**src/rtl/int_arbiter_pkg.sv**
```systemverilog
// Shared definitions for the core-local interrupt arbiter: data width,
// mcause codes, FSM state encoding and the cause/priority helpers.
package int_arbiter_pkg;

  localparam int XLEN         = 32;
  localparam int IRQ_FLAG_BIT = XLEN - 1;

  localparam logic [3:0] CAUSE_MEI = 4'd11;
  localparam logic [3:0] CAUSE_MSI = 4'd3;
  localparam logic [3:0] CAUSE_MTI = 4'd7;

  typedef enum logic [1:0] {
    ST_IDLE    = 2'd0,
    ST_REQ     = 2'd1,
    ST_SERVICE = 2'd2
  } arb_state_e;

  // Interrupt flag in the top bit, exception code in the low nibble.
  function automatic logic [XLEN-1:0] make_cause(input logic [3:0] code);
    return {1'b1, {(XLEN-5){1'b0}}, code};
  endfunction

  // Eligible vector is {MEI, MTI, MSI}; RISC-V order is MEI > MSI > MTI.
  function automatic logic [3:0] pick_code(input logic [2:0] elig);
    logic [3:0] code;
    if (elig[2]) begin
      code = CAUSE_MEI;
    end else if (elig[0]) begin
      code = CAUSE_MSI;
    end else if (elig[1]) begin
      code = CAUSE_MTI;
    end else begin
      code = 4'd0;
    end
    return code;
  endfunction

  function automatic logic [2:0] code_mask(input logic [3:0] code);
    logic [2:0] mask;
    case (code)
      CAUSE_MEI: mask = 3'b100;
      CAUSE_MTI: mask = 3'b010;
      CAUSE_MSI: mask = 3'b001;
      default:   mask = 3'b000;
    endcase
    return mask;
  endfunction

endpackage

```
**src/rtl/int_arbiter_if.sv**
```systemverilog
// Interrupt source / trap-request bundle between the timer block, the CSR
// file and the core; slave is the arbiter's view, master the core side.
interface int_arbiter_if;
  import int_arbiter_pkg::*;

  logic            int_timer;
  logic            int_soft;
  logic            int_ext;
  logic [2:0]      mie;
  logic            mstatus_mie;
  logic            irq_ack;
  logic            mret;
  logic [2:0]      mip;
  logic            irq_req;
  logic [XLEN-1:0] irq_cause;

  modport master (
    output int_timer, int_soft, int_ext, mie, mstatus_mie, irq_ack, mret,
    input  mip, irq_req, irq_cause
  );

  modport slave (
    input  int_timer, int_soft, int_ext, mie, mstatus_mie, irq_ack, mret,
    output mip, irq_req, irq_cause
  );

endinterface

```
**src/rtl/int_sync.sv**
```systemverilog
// External interrupt synchroniser with optional rising-edge pending latch;
// produces the MEIP bit. Set beats clear when both land in one cycle.
module int_sync #(
  parameter int STAGES = 2,
  parameter bit EDGE   = 1'b0
) (
  input  logic clk,
  input  logic rst_n,
  input  logic async_in,
  input  logic clr,
  output logic meip
);

  logic [STAGES-1:0] sync_r;
  logic              hist_r;
  logic              pend_r;
  logic              ext_s;
  logic              rise_s;

  assign ext_s  = sync_r[STAGES-1];
  assign rise_s = ext_s & ~hist_r;

  // Synchroniser chain, edge history and pending latch.
  always_ff @(posedge clk) begin
    if (!rst_n) begin
      sync_r <= {STAGES{1'b0}};
      hist_r <= 1'b0;
      pend_r <= 1'b0;
    end else begin
      sync_r <= {sync_r[STAGES-2:0], async_in};
      hist_r <= ext_s;
      pend_r <= rise_s | (pend_r & ~clr);
    end
  end

  // Level mode exposes the synchronised line, edge mode the latch.
  always_comb begin
    if (EDGE) begin
      meip = pend_r;
    end else begin
      meip = ext_s;
    end
  end

endmodule

```
**src/rtl/int_arbiter.sv**
```systemverilog
// Core-local interrupt arbiter: masks and prioritises MEI/MSI/MTI and runs a
// request/ack/mret handshake so only one trap is outstanding at a time.
module int_arbiter
  import int_arbiter_pkg::*;
#(
  parameter int EXT_SYNC = 2,
  parameter int EXT_EDGE = 0
) (
  input  logic          clk,
  input  logic          rst_n,
  int_arbiter_if.slave  bus
);

  arb_state_e      state_r;
  arb_state_e      state_next_s;
  logic [3:0]      code_r;
  logic [3:0]      code_next_s;
  logic [XLEN-1:0] cause_r;
  logic            irq_req_r;
  logic            meip_s;
  logic            clr_ext_s;
  logic            load_s;
  logic [2:0]      mip_s;
  logic [2:0]      elig_s;

  // Edge-mode MEIP is only retired by an ack of the request it raised.
  assign clr_ext_s = (state_r == ST_REQ) && bus.irq_ack && (code_r == CAUSE_MEI);

  int_sync #(
    .STAGES (EXT_SYNC),
    .EDGE   (EXT_EDGE != 0)
  ) u_sync (
    .clk      (clk),
    .rst_n    (rst_n),
    .async_in (bus.int_ext),
    .clr      (clr_ext_s),
    .meip     (meip_s)
  );

  assign mip_s         = {meip_s, bus.int_timer, bus.int_soft};
  assign elig_s        = mip_s & bus.mie & {3{bus.mstatus_mie}};
  assign load_s        = (state_r == ST_IDLE) && (state_next_s == ST_REQ);
  assign bus.mip       = mip_s;
  assign bus.irq_req   = irq_req_r;
  assign bus.irq_cause = cause_r;

  // Next-state logic; ack takes priority over withdrawal in REQ.
  always_comb begin
    state_next_s = state_r;
    code_next_s  = code_r;
    case (state_r)
      ST_IDLE: begin
        if (elig_s != 3'b000) begin
          state_next_s = ST_REQ;
          code_next_s  = pick_code(elig_s);
        end else begin
          state_next_s = ST_IDLE;
        end
      end
      ST_REQ: begin
        if (bus.irq_ack) begin
          state_next_s = ST_SERVICE;
        end else if ((elig_s & code_mask(code_r)) == 3'b000) begin
          state_next_s = ST_IDLE;
        end else begin
          state_next_s = ST_REQ;
        end
      end
      ST_SERVICE: begin
        if (bus.mret) begin
          state_next_s = ST_IDLE;
        end else begin
          state_next_s = ST_SERVICE;
        end
      end
      default: begin
        state_next_s = ST_IDLE;
      end
    endcase
  end

  // State, latched code and registered request/cause outputs.
  always_ff @(posedge clk) begin
    if (!rst_n) begin
      state_r   <= ST_IDLE;
      code_r    <= 4'd0;
      irq_req_r <= 1'b0;
      cause_r   <= {XLEN{1'b0}};
    end else begin
      state_r   <= state_next_s;
      code_r    <= code_next_s;
      irq_req_r <= (state_next_s == ST_REQ);
      if (load_s) begin
        cause_r <= make_cause(code_next_s);
      end else begin
        cause_r <= cause_r;
      end
    end
  end

endmodule
```
**src/flat_wrapper.sv**
```systemverilog
// flat-port wrapper written by rule: the top's interface ports become plain ports
module int_arbiter_flat import int_arbiter_pkg::*;
#(
  parameter int EXT_SYNC = 2,
  parameter int EXT_EDGE = 0
)
  (clk, rst_n, bus_int_timer, bus_int_soft, bus_int_ext, bus_mie, bus_mstatus_mie, bus_irq_ack, bus_mret, bus_mip, bus_irq_req, bus_irq_cause);
  int_arbiter_if bus_i ();
  input  logic clk;
  input  logic rst_n;
  input wire logic [$bits(bus_i.int_timer)-1:0] bus_int_timer;
  input wire logic [$bits(bus_i.int_soft)-1:0] bus_int_soft;
  input wire logic [$bits(bus_i.int_ext)-1:0] bus_int_ext;
  input wire logic [$bits(bus_i.mie)-1:0] bus_mie;
  input wire logic [$bits(bus_i.mstatus_mie)-1:0] bus_mstatus_mie;
  input wire logic [$bits(bus_i.irq_ack)-1:0] bus_irq_ack;
  input wire logic [$bits(bus_i.mret)-1:0] bus_mret;
  output wire logic [$bits(bus_i.mip)-1:0] bus_mip;
  output wire logic [$bits(bus_i.irq_req)-1:0] bus_irq_req;
  output wire logic [$bits(bus_i.irq_cause)-1:0] bus_irq_cause;
  assign bus_i.int_timer = bus_int_timer;
  assign bus_i.int_soft = bus_int_soft;
  assign bus_i.int_ext = bus_int_ext;
  assign bus_i.mie = bus_mie;
  assign bus_i.mstatus_mie = bus_mstatus_mie;
  assign bus_i.irq_ack = bus_irq_ack;
  assign bus_i.mret = bus_mret;
  assign bus_mip = bus_i.mip;
  assign bus_irq_req = bus_i.irq_req;
  assign bus_irq_cause = bus_i.irq_cause;
  int_arbiter #(.EXT_SYNC(EXT_SYNC), .EXT_EDGE(EXT_EDGE)) u_core (.clk(clk), .rst_n(rst_n), .bus(bus_i));
endmodule
```
**config.mk**
```make
export PLATFORM = sky130hd
export DESIGN_NAME = int_arbiter_flat
export DESIGN_NICKNAME = d
export VERILOG_FILES = /design/src/rtl/int_arbiter_pkg.sv /design/src/rtl/int_arbiter_if.sv /design/src/rtl/int_sync.sv /design/src/rtl/int_arbiter.sv /design/src/flat_wrapper.sv
export SDC_FILE = /design/constraint.sdc
export NUM_CORES = 1
export LEC_CHECK = 0
export ABC_CLOCK_PERIOD_IN_PS = 1700
export BUFFER_PORTS_ARGS = -buffer_cell sky130_fd_sc_hd__clkbuf_2
export CAP_MARGIN = 5
export CORE_UTILIZATION = 30
export CTS_BUF_LIST = sky130_fd_sc_hd__clkbuf_16
export CTS_CLUSTER_SIZE = 20
export DETAILED_ROUTE_END_ITERATION = 10
export SYNTH_ARGS = -nofsm -noshare
export SYNTH_HDL_FRONTEND = slang
export SYNTH_HIERARCHICAL = 1
export SYNTH_SLANG_ARGS = --single-unit
```
**constraint.sdc**
```tcl
create_clock -name clk -period 1.7 [get_ports clk]
set_clock_uncertainty 0.1 [all_clocks]
set_input_delay 0.085 -clock clk [delete_from_list [all_inputs] [get_ports clk]]
set_output_delay 0.085 -clock clk [all_outputs]
set_load 0.005 [all_outputs]
```
# --- Yosys cells after proc, flatten, opt, wreduce, memory -nomap -nowiden ---
# Index checks and enable logic that the tools add are counted.
totals:
  ff_bits: 14
  inputBits: 11
  out_inout_bits: 36
  elab_cells: 31
classes:
  n_eq_ne: 6
  muxes: 13
  n_bitwise: 3
  reduce_logical: 4
op_table:
  columns: ["op", "n"]
  rows:
  - ["$mux W4", 4]
  - ["$and A3 B3 Y3", 3]
  - ["$mux W3", 3]
  - ["$pmux W3 S3", 1]
  - ["$pmux W2 S3", 1]
  - ["$eq A2 B1 Y1 const B", 2]
  - ["$eq A4 B2 Y1 const B", 1]
  - ["$eq A4 B3 Y1 const B", 1]
  - ["$eq A4 B4 Y1 const B", 1]
  - ["$mux W2", 2]
  - ["$logic_not A3 Y1", 1]
  - ["$reduce_bool A3 Y1", 1]
  - ["$eq A2 B2 Y1 const B", 1]
  - ["$logic_not A2 Y1", 1]
  - ["$mux W1", 2]
  - ["$logic_and A1 B1 Y1", 1]

# --- Longest topological paths before layout ---
# Gate-level depths: netlist of run 1.
depth:
  ltp_word: 11
  depth_mapped: 3
  mapped_depth_nobuf: 3

# --- Cells and area by module ---
# The synthesis of run 1 kept the hierarchy.
by_module_without_submodules:
  columns: ["module", "n_inst", "cells_each", "area_each_um2", "seq_area_each_um2"]
  rows:
  - ["int_arbiter", 1, 77, 709.4, 240.2]
  - ["int_sync", 1, 4, 52.6, 40.0]

# --- Worst setup path after synthesis of run 1 ---
# Ideal clock, no wire load.
synth_path:
  kind: "register -> register"
  startpoint: "register u_core.state_r[0]"
  endpoint: "register u_core.cause_r[3] (netlist: u_core/bus.irq_cause[3])"
  setup_ns: 0.127
  arrival_ns: 1.015
  required_time_ns: 1.473
  path_slack_ns: 0.458
  stages_incl_launch_ff: 4
  n_path_buf: 0
  period_less_slack_ns: 1.242
  path_cell_list: "dfxtp_1 -> or3b_4 -> a21oi_4 -> o21ai_0"
synth_via:
  elab_chain_cells: 4
  elab_cells_between_ends: 7
  cone_classes: "3 x eq/ne; 2 x mux; 2 x reduce/logical"
synth_rtl:
  columns: ["element", "line_no", "source"]
  rows:
  - ["start: declaration", "int_arbiter.sv:14", "arb_state_e state_r;"]
  - ["start signal: assignment", "int_arbiter.sv:90", "state_r <= state_next_s;"]
  - ["$eq A2 B2 Y1, or another cell as far along", "int_arbiter.sv:51", "case (state_r)"]
  - ["$pmux W2 S3", "int_arbiter.sv:51", null]
  - ["$eq A2 B1 Y1", "int_arbiter.sv:42", "assign load_s = (state_r == ST_IDLE) && (state_next_s == ST_REQ);"]
  - ["$logic_and A1 B1 Y1", "int_arbiter.sv:42", null]
  - ["end signal: assignment", "int_arbiter.sv:88", "cause_r <= {XLEN{1'b0}};"]
  - ["end signal: assignment", "int_arbiter.sv:94", "cause_r <= make_cause(code_next_s);"]
  - ["end signal: assignment", "int_arbiter.sv:96", "cause_r <= cause_r;"]
  - ["end: declaration", "int_arbiter.sv:18", "logic [XLEN-1:0] cause_r;"]
# Several ways; a longest one is shown, not always the timed one.
# A chain may end at the register's enable or synchronous reset.

# --- Worst setup path in the final report of run 1 ---
# Ends and elaborated chain as after synthesis.

==> impl_results.md, run 1 <==
* Outcome: completed
* Worst Hold Path EP: u_core/state_r[1]$_SDFF_PN0_
* Starting density of the core at 0.327
* Clock sinks at 14
* Design area at around 840 um^2
* DP Area at ~750 um^2
* Hold wc startpoint: bus_irq_ack
* Area Overhead vs Synth at 11.1%
* Worst Path Arrival at 1370 ps
* N_diodes at 0
* Worst-Skew Late Latency at approximately 240 ps
* Crit-path max FO at 9
* Power density over cell area at 1040 mW/mm^2
* Setup CP Type: reg -> reg
* Post-CTS setup repair buffer count at 0
* Crit Reg-Reg Startpoint: u_core/state_r[0]$_SDFF_PN0_
* Tcrit/Tclk final at 0.804
* Min cycle time layout at 1370 ps
* Width of the die at between 50 and 60 um
* DR DRC count at 0
* Final Max Slew Viols at 0
* Area of the mapped netlist at 752 um^2
* Vias at around 500
* R2R cell count at 3
* Crit path required time at about 1700 ps
* GR Util All Layers at 0.0948
* Fmax at ~0.73 GHz
* Final setup vio count at 0
* H-tree levels at 1
* Input/output buffers at 19
* Die footprint at ~0.0027 mm^2
* Core area at roughly 0.0023 mm^2
* FILL cells at 244
* Syn Inst Count at 80
* Hold path cells at 3
* Clock transition at path regs at 40 ps
* Fin Setup TNS at 0 ps
* Setup slack, reg-to-reg at 330 ps
* Total Power at 869 uW
* Number of max-cap violations at 0
* Total routed wirelength at 1130 um
* Vias in the first global route at 437
* Peak supply drop at 0.000564 V
* Initial antenna violation count at 0
* Std cell rows at 17
* GRT overflow at 0
* Synthesis Warnings at 6
* RSZ-0062 raised after global routing: no
* Largest net degree at the start of global routing at 16
* Nets at 111
* CTS tree: yes
* Hold Path Class: in -> reg
* Crit. End Element: register
* Cts bufs inserted at 3
* IO Pins at 47
* Synthesized area per cell at 9.40 um^2
* Fraction of layout cells with a size suffix above 1 at 0.255
* Routability congestion estimate at 0.758
* Post-DP HPWL at between 800 and 900 um
* First-pass GRT wire length at 1850 um
* Die H at 52.1 um
* Iter 0 DRT Violations at 13
* Antenna Violating Nets Remaining at 0
* Hold Violations, Final at 0
* Reg-to-Reg End: u_core/bus.irq_cause[3]$_SDFFE_PN0P_
* Startpoint types: register
* Static Leak at 0.398 nW
* Clock buffer depth at 2
* Clock Root Buffer: clkbuf_16
* 1st-pass router iterations at 4
* DR WL/cell at 8.97 um
* Drt via density at 4.06
final cells by class:
cell class | count | area [um^2] | area share
Clock buffer | 3 | 75.1 | 0.0898
Multi-Input combinational cell | 61 | 340 | 0.407
Sequential cell | 14 | 280 | 0.335
Tap cell | 28 | 35.0 | 0.0419
Timing Repair Buffer | 20 | 105 | 0.126
placed cells by master (no fill, tap or decap):
cell type      count
a31oi_1            2
dfxtp_1           14
a22o_1             2
a21boi_0           1
nor2_1             3
and4b_2            1
nand4_1            1
nand3b_1           1
nand4b_1           1
nand2_1            4
o21a_1             5
conb_1            27
and2_1             2
a22oi_1            1
o211ai_1           1
clkbuf_2          19
nor3b_1            1
dlygate4sd3_1      1
nand3_1            1
clkbuf_16          3
or3b_4             1
o21ai_0            3
and4b_1            1
or4bb_1            1
a21oi_4            1
metrics by stage:
stage / cells / worst slack [ps] / utilization / hold WS [ps]
after floorplan: 106 / 458 / - / 107
after global placement: 122 / 397 / 0.327 / 192
after detailed placement: 122 / 368 / 0.327 / 192
after CTS: 126 / 344 / 0.364 / 22.8
after global routing: 126 / 263 / 0.364 / 38.9
final: 126 / 333 / 0.364 / 37.0
layer usage:
metal  track usage  vias to the layer above  share of wire
met5             0                        -              0
met4        0.0676                        0              0
met3        0.0322                        0           0.10
met2         0.137                       34           0.41
met1         0.115                      224           0.49
li1              -                      254              -
power by group:
part           internal, mW  total (mW)  leakage (nW)  switching (mW)
sequential            0.348       0.358         0.115          0.0103
combinational        0.0390      0.0883         0.247          0.0492
clock                 0.306       0.422        0.0370           0.116
worst max-delay path: stages, from the launching register on:
cell and delay, ps:
dfxtp_1 340, or3b_4 420, a21oi_4 230, o21ai_0 140
state kept, by name, summed over array words and instances (netlist names):
signal / cells
u_core/bus.irq_cause: 5
u_core/code_r: 4
u_core/state_r: 2
u_core/u_sync/sync_r: 2
u_core/bus.irq_req: 1
how the worst max path moves through the flow:
stage	start	slack, ps	cells after the start	endpoint
after floorplan	u_core/state_r[0]$_SDFF_PN0_	460	3	u_core/bus.irq_cause[3]$_SDFFE_PN0P_
after global placement	u_core/state_r[0]$_SDFF_PN0_	400	3	u_core/bus.irq_req$_SDFF_PN0_
after detailed placement	u_core/state_r[0]$_SDFF_PN0_	370	3	u_core/code_r[3]$_SDFF_PN0_
after CTS	u_core/state_r[0]$_SDFF_PN0_	340	3	u_core/bus.irq_cause[3]$_SDFFE_PN0P_
after global routing	u_core/state_r[0]$_SDFF_PN0_	260	3	u_core/bus.irq_cause[3]$_SDFFE_PN0P_
final	u_core/state_r[0]$_SDFF_PN0_	330	3	u_core/bus.irq_cause[3]$_SDFFE_PN0P_
what timing repair did:
item,4_1_cts,5_1_grt
resized for setup,0,0
endpoints found under the setup margin,0,0
hold buffers,1,0
endpoints found under the hold margin,1,0
No activity file was read; power rests on OpenSTA's default activity.
==> inputs of run 2 (changes only) <==
- ABC_CLOCK_PERIOD_IN_PS: 1700 -> 1300
- clock period: 1.7 -> 1.3 ns (I/O delays scaled with it)
==> impl_results.md, run 2 (synthesized netlist as in run 1, its figures left out) <==
* Outcome: completed
* Setup slack, reg-to-reg at 30 ps
* Drt via density at 4.10
* IO Pins at 47
* Die H at 52.1 um
* DR WL/cell at roughly 9.1 um
* Nets at 118
* DP Area at 781 um^2
* Power density over cell area at 1290 mW/mm^2
* 1st-pass router iterations at 2
* Final Max Slew Viols at 0
* Std cell rows at 17
* Crit-path max FO at 5
* Min cycle time layout at 1270 ps
* Clock sinks at 14
* N_diodes at 0
* Iter 0 DRT Violations at 2
* Hold Violations, Final at 0
* Die footprint at 0.00271 mm^2
* Antenna Violating Nets Remaining at 0
* R2R cell count at 3
* Peak supply drop at 0.000721 V
* Hold wc startpoint: bus_mie[2]
* Clock buffer depth at 2
* Static Leak at between 0.4 and 0.5 nW
* Clock Root Buffer: clkbuf_16
* Cts bufs inserted at 3
* Vias in the first global route at 457
* Core area at 0.00230 mm^2
* Input/output buffers at 19
* Initial antenna violation count at 0
* CP max stage cell: or3b_4
* GR Util All Layers at 0.0980
* Post-route insts no fill at 133
* Max reg flops at 5
* Vias at approximately 550
* Crit. End Element: register
* Area Overhead vs Synth at 21.0%
* Largest net degree at the start of global routing at 16
* Worst-Skew Late Latency at 240 ps
* Worst Hold Path EP: u_core/code_r[3]$_SDFF_PN0_
* H-tree levels at 1
* Startpoint types: register
* Most common cell after layout, fill and taps aside: conb_1
* Hold Path Class: in -> reg
* Clock transition at path regs at around 40 ps
* Reg-to-Reg End: u_core/bus.irq_req$_SDFF_PN0_
* Routability congestion estimate at 0.761
* Critical-path cell list: or3b_4 > a21oi_4 > a22o_1
* CP max stage delay at between 400 and 500 ps
* Worst Path Arrival at 1350 ps
* Post-Place Cells at 126
* Setup CP Type: reg -> reg
* Total Power at between 1 and 1.5 mW
* Tcrit/Tclk final at 0.977
* GRT overflow at 0
* Design area at 910 um^2
* Post-CTS setup repair buffer count at 0
* Hold path cells at 3
* Fin Setup TNS at 0 ps
* DR DRC count at 0
* Post-DP HPWL at 913 um
* Width of the die at between 50 and 60 um
* Total routed wirelength at between 1000 and 1500 um
* Crit Reg-Reg Startpoint: u_core/state_r[1]$_SDFF_PN0_
* Fmax at 0.788 GHz
* Crit path required time at 1380 ps
* First-pass GRT wire length at 1940 um
* Most frequent cells in the layout: conb_1, clkbuf_2, dfxtp_1
* Number of max-cap violations at 0
* RSZ-0062 raised after global routing: yes
* Fraction of layout cells with a size suffix above 1 at 0.314
* Starting density of the core at 0.327
* CTS tree: yes
* Final setup vio count at 0
* Fin util at 0.396
==> run 2: cell count changes in the layout (fill, tap and decap cells not counted), moves of 2 or more <==
cell / previous run / this run
dlygate4sd3_1: 1 / 3
buf_4: 0 / 4
dfxtp_2: 0 / 2
o21ai_1: 0 / 3
o21ai_0: 3 / 0
dfxtp_1: 14 / 12
==> run 2: stage by stage <==
stage          setup slack [ps]  hold slack [ps]
6_report                   30.4             23.2
3_3_place_gp               13.8              172
3_5_place_dp              -15.3              171
4_1_cts                    18.4             27.7
5_1_grt                   -17.8             31.5
2_1_floorplan              58.0             86.7
==> run 2: layout make-up <==
cell class	count	area, um^2
Fill cell	237	1390
Timing Repair Buffer	26	155
Tap cell	28	35.0
Clock buffer	3	75.1
Multi-Input combinational cell	62	362
Sequential cell	14	283
==> run 2: routing by layer <==
| metal | part of all wire | track usage | vias to the layer above |
|---|---|---|---|
| met5 | 0 | 0 | - |
| met4 | 0.020 | 0.0541 | 0 |
| met3 | 0.082 | 0.0292 | 2 |
| met2 | 0.44 | 0.147 | 36 |
| met1 | 0.46 | 0.123 | 236 |
| li1 | - | - | 271 |
==> run 2: worst max-delay path by stage <==
stage | from | to | slack, ps | cells past startpoint
final | u_core/state_r[1]$_SDFF_PN0_ | u_core/bus.irq_req$_SDFF_PN0_ | 30 | 3
after floorplan | u_core/state_r[0]$_SDFF_PN0_ | u_core/bus.irq_cause[3]$_SDFFE_PN0P_ | 60 | 3
after detailed placement | u_core/state_r[0]$_SDFF_PN0_ | u_core/bus.irq_cause[3]$_SDFFE_PN0P_ | -20 | 3
after global placement | u_core/state_r[0]$_SDFF_PN0_ | u_core/bus.irq_req$_SDFF_PN0_ | 10 | 3
after global routing | u_core/code_r[3]$_SDFF_PN0_ | u_core/state_r[0]$_SDFF_PN0_ | -20 | 3
after CTS | u_core/code_r[3]$_SDFF_PN0_ | u_core/bus.irq_req$_SDFF_PN0_ | 20 | 3
==> run 2: power by group <==
group          switching (mW)  internal [mW]  leakage, nW  total, mW
registers              0.0125          0.455        0.116      0.468
logic                  0.0746         0.0653        0.280      0.140
clock network           0.160          0.401       0.0370      0.561
total                   0.247          0.922        0.432       1.17
==> run 2: critical path: cells and delay by family, from the launching register on <==
| kind | cells | cell delay [ps] |
|---|---|---|
| simple gates | 1 | 440 |
| compound gates | 2 | 350 |
| flops | 1 | 330 |
==> run 2: what timing repair did <==
| action | 4_1_cts | 5_1_grt |
|---|---|---|
| resized for setup | 2 | 5 |
| hold buffers | 3 | 0 |
| endpoints found under the setup margin | 4 | 7 |
| endpoints found under the hold margin | 2 | 0 |
| cloned | 1 | 0 |
| pin swaps | 0 | 2 |
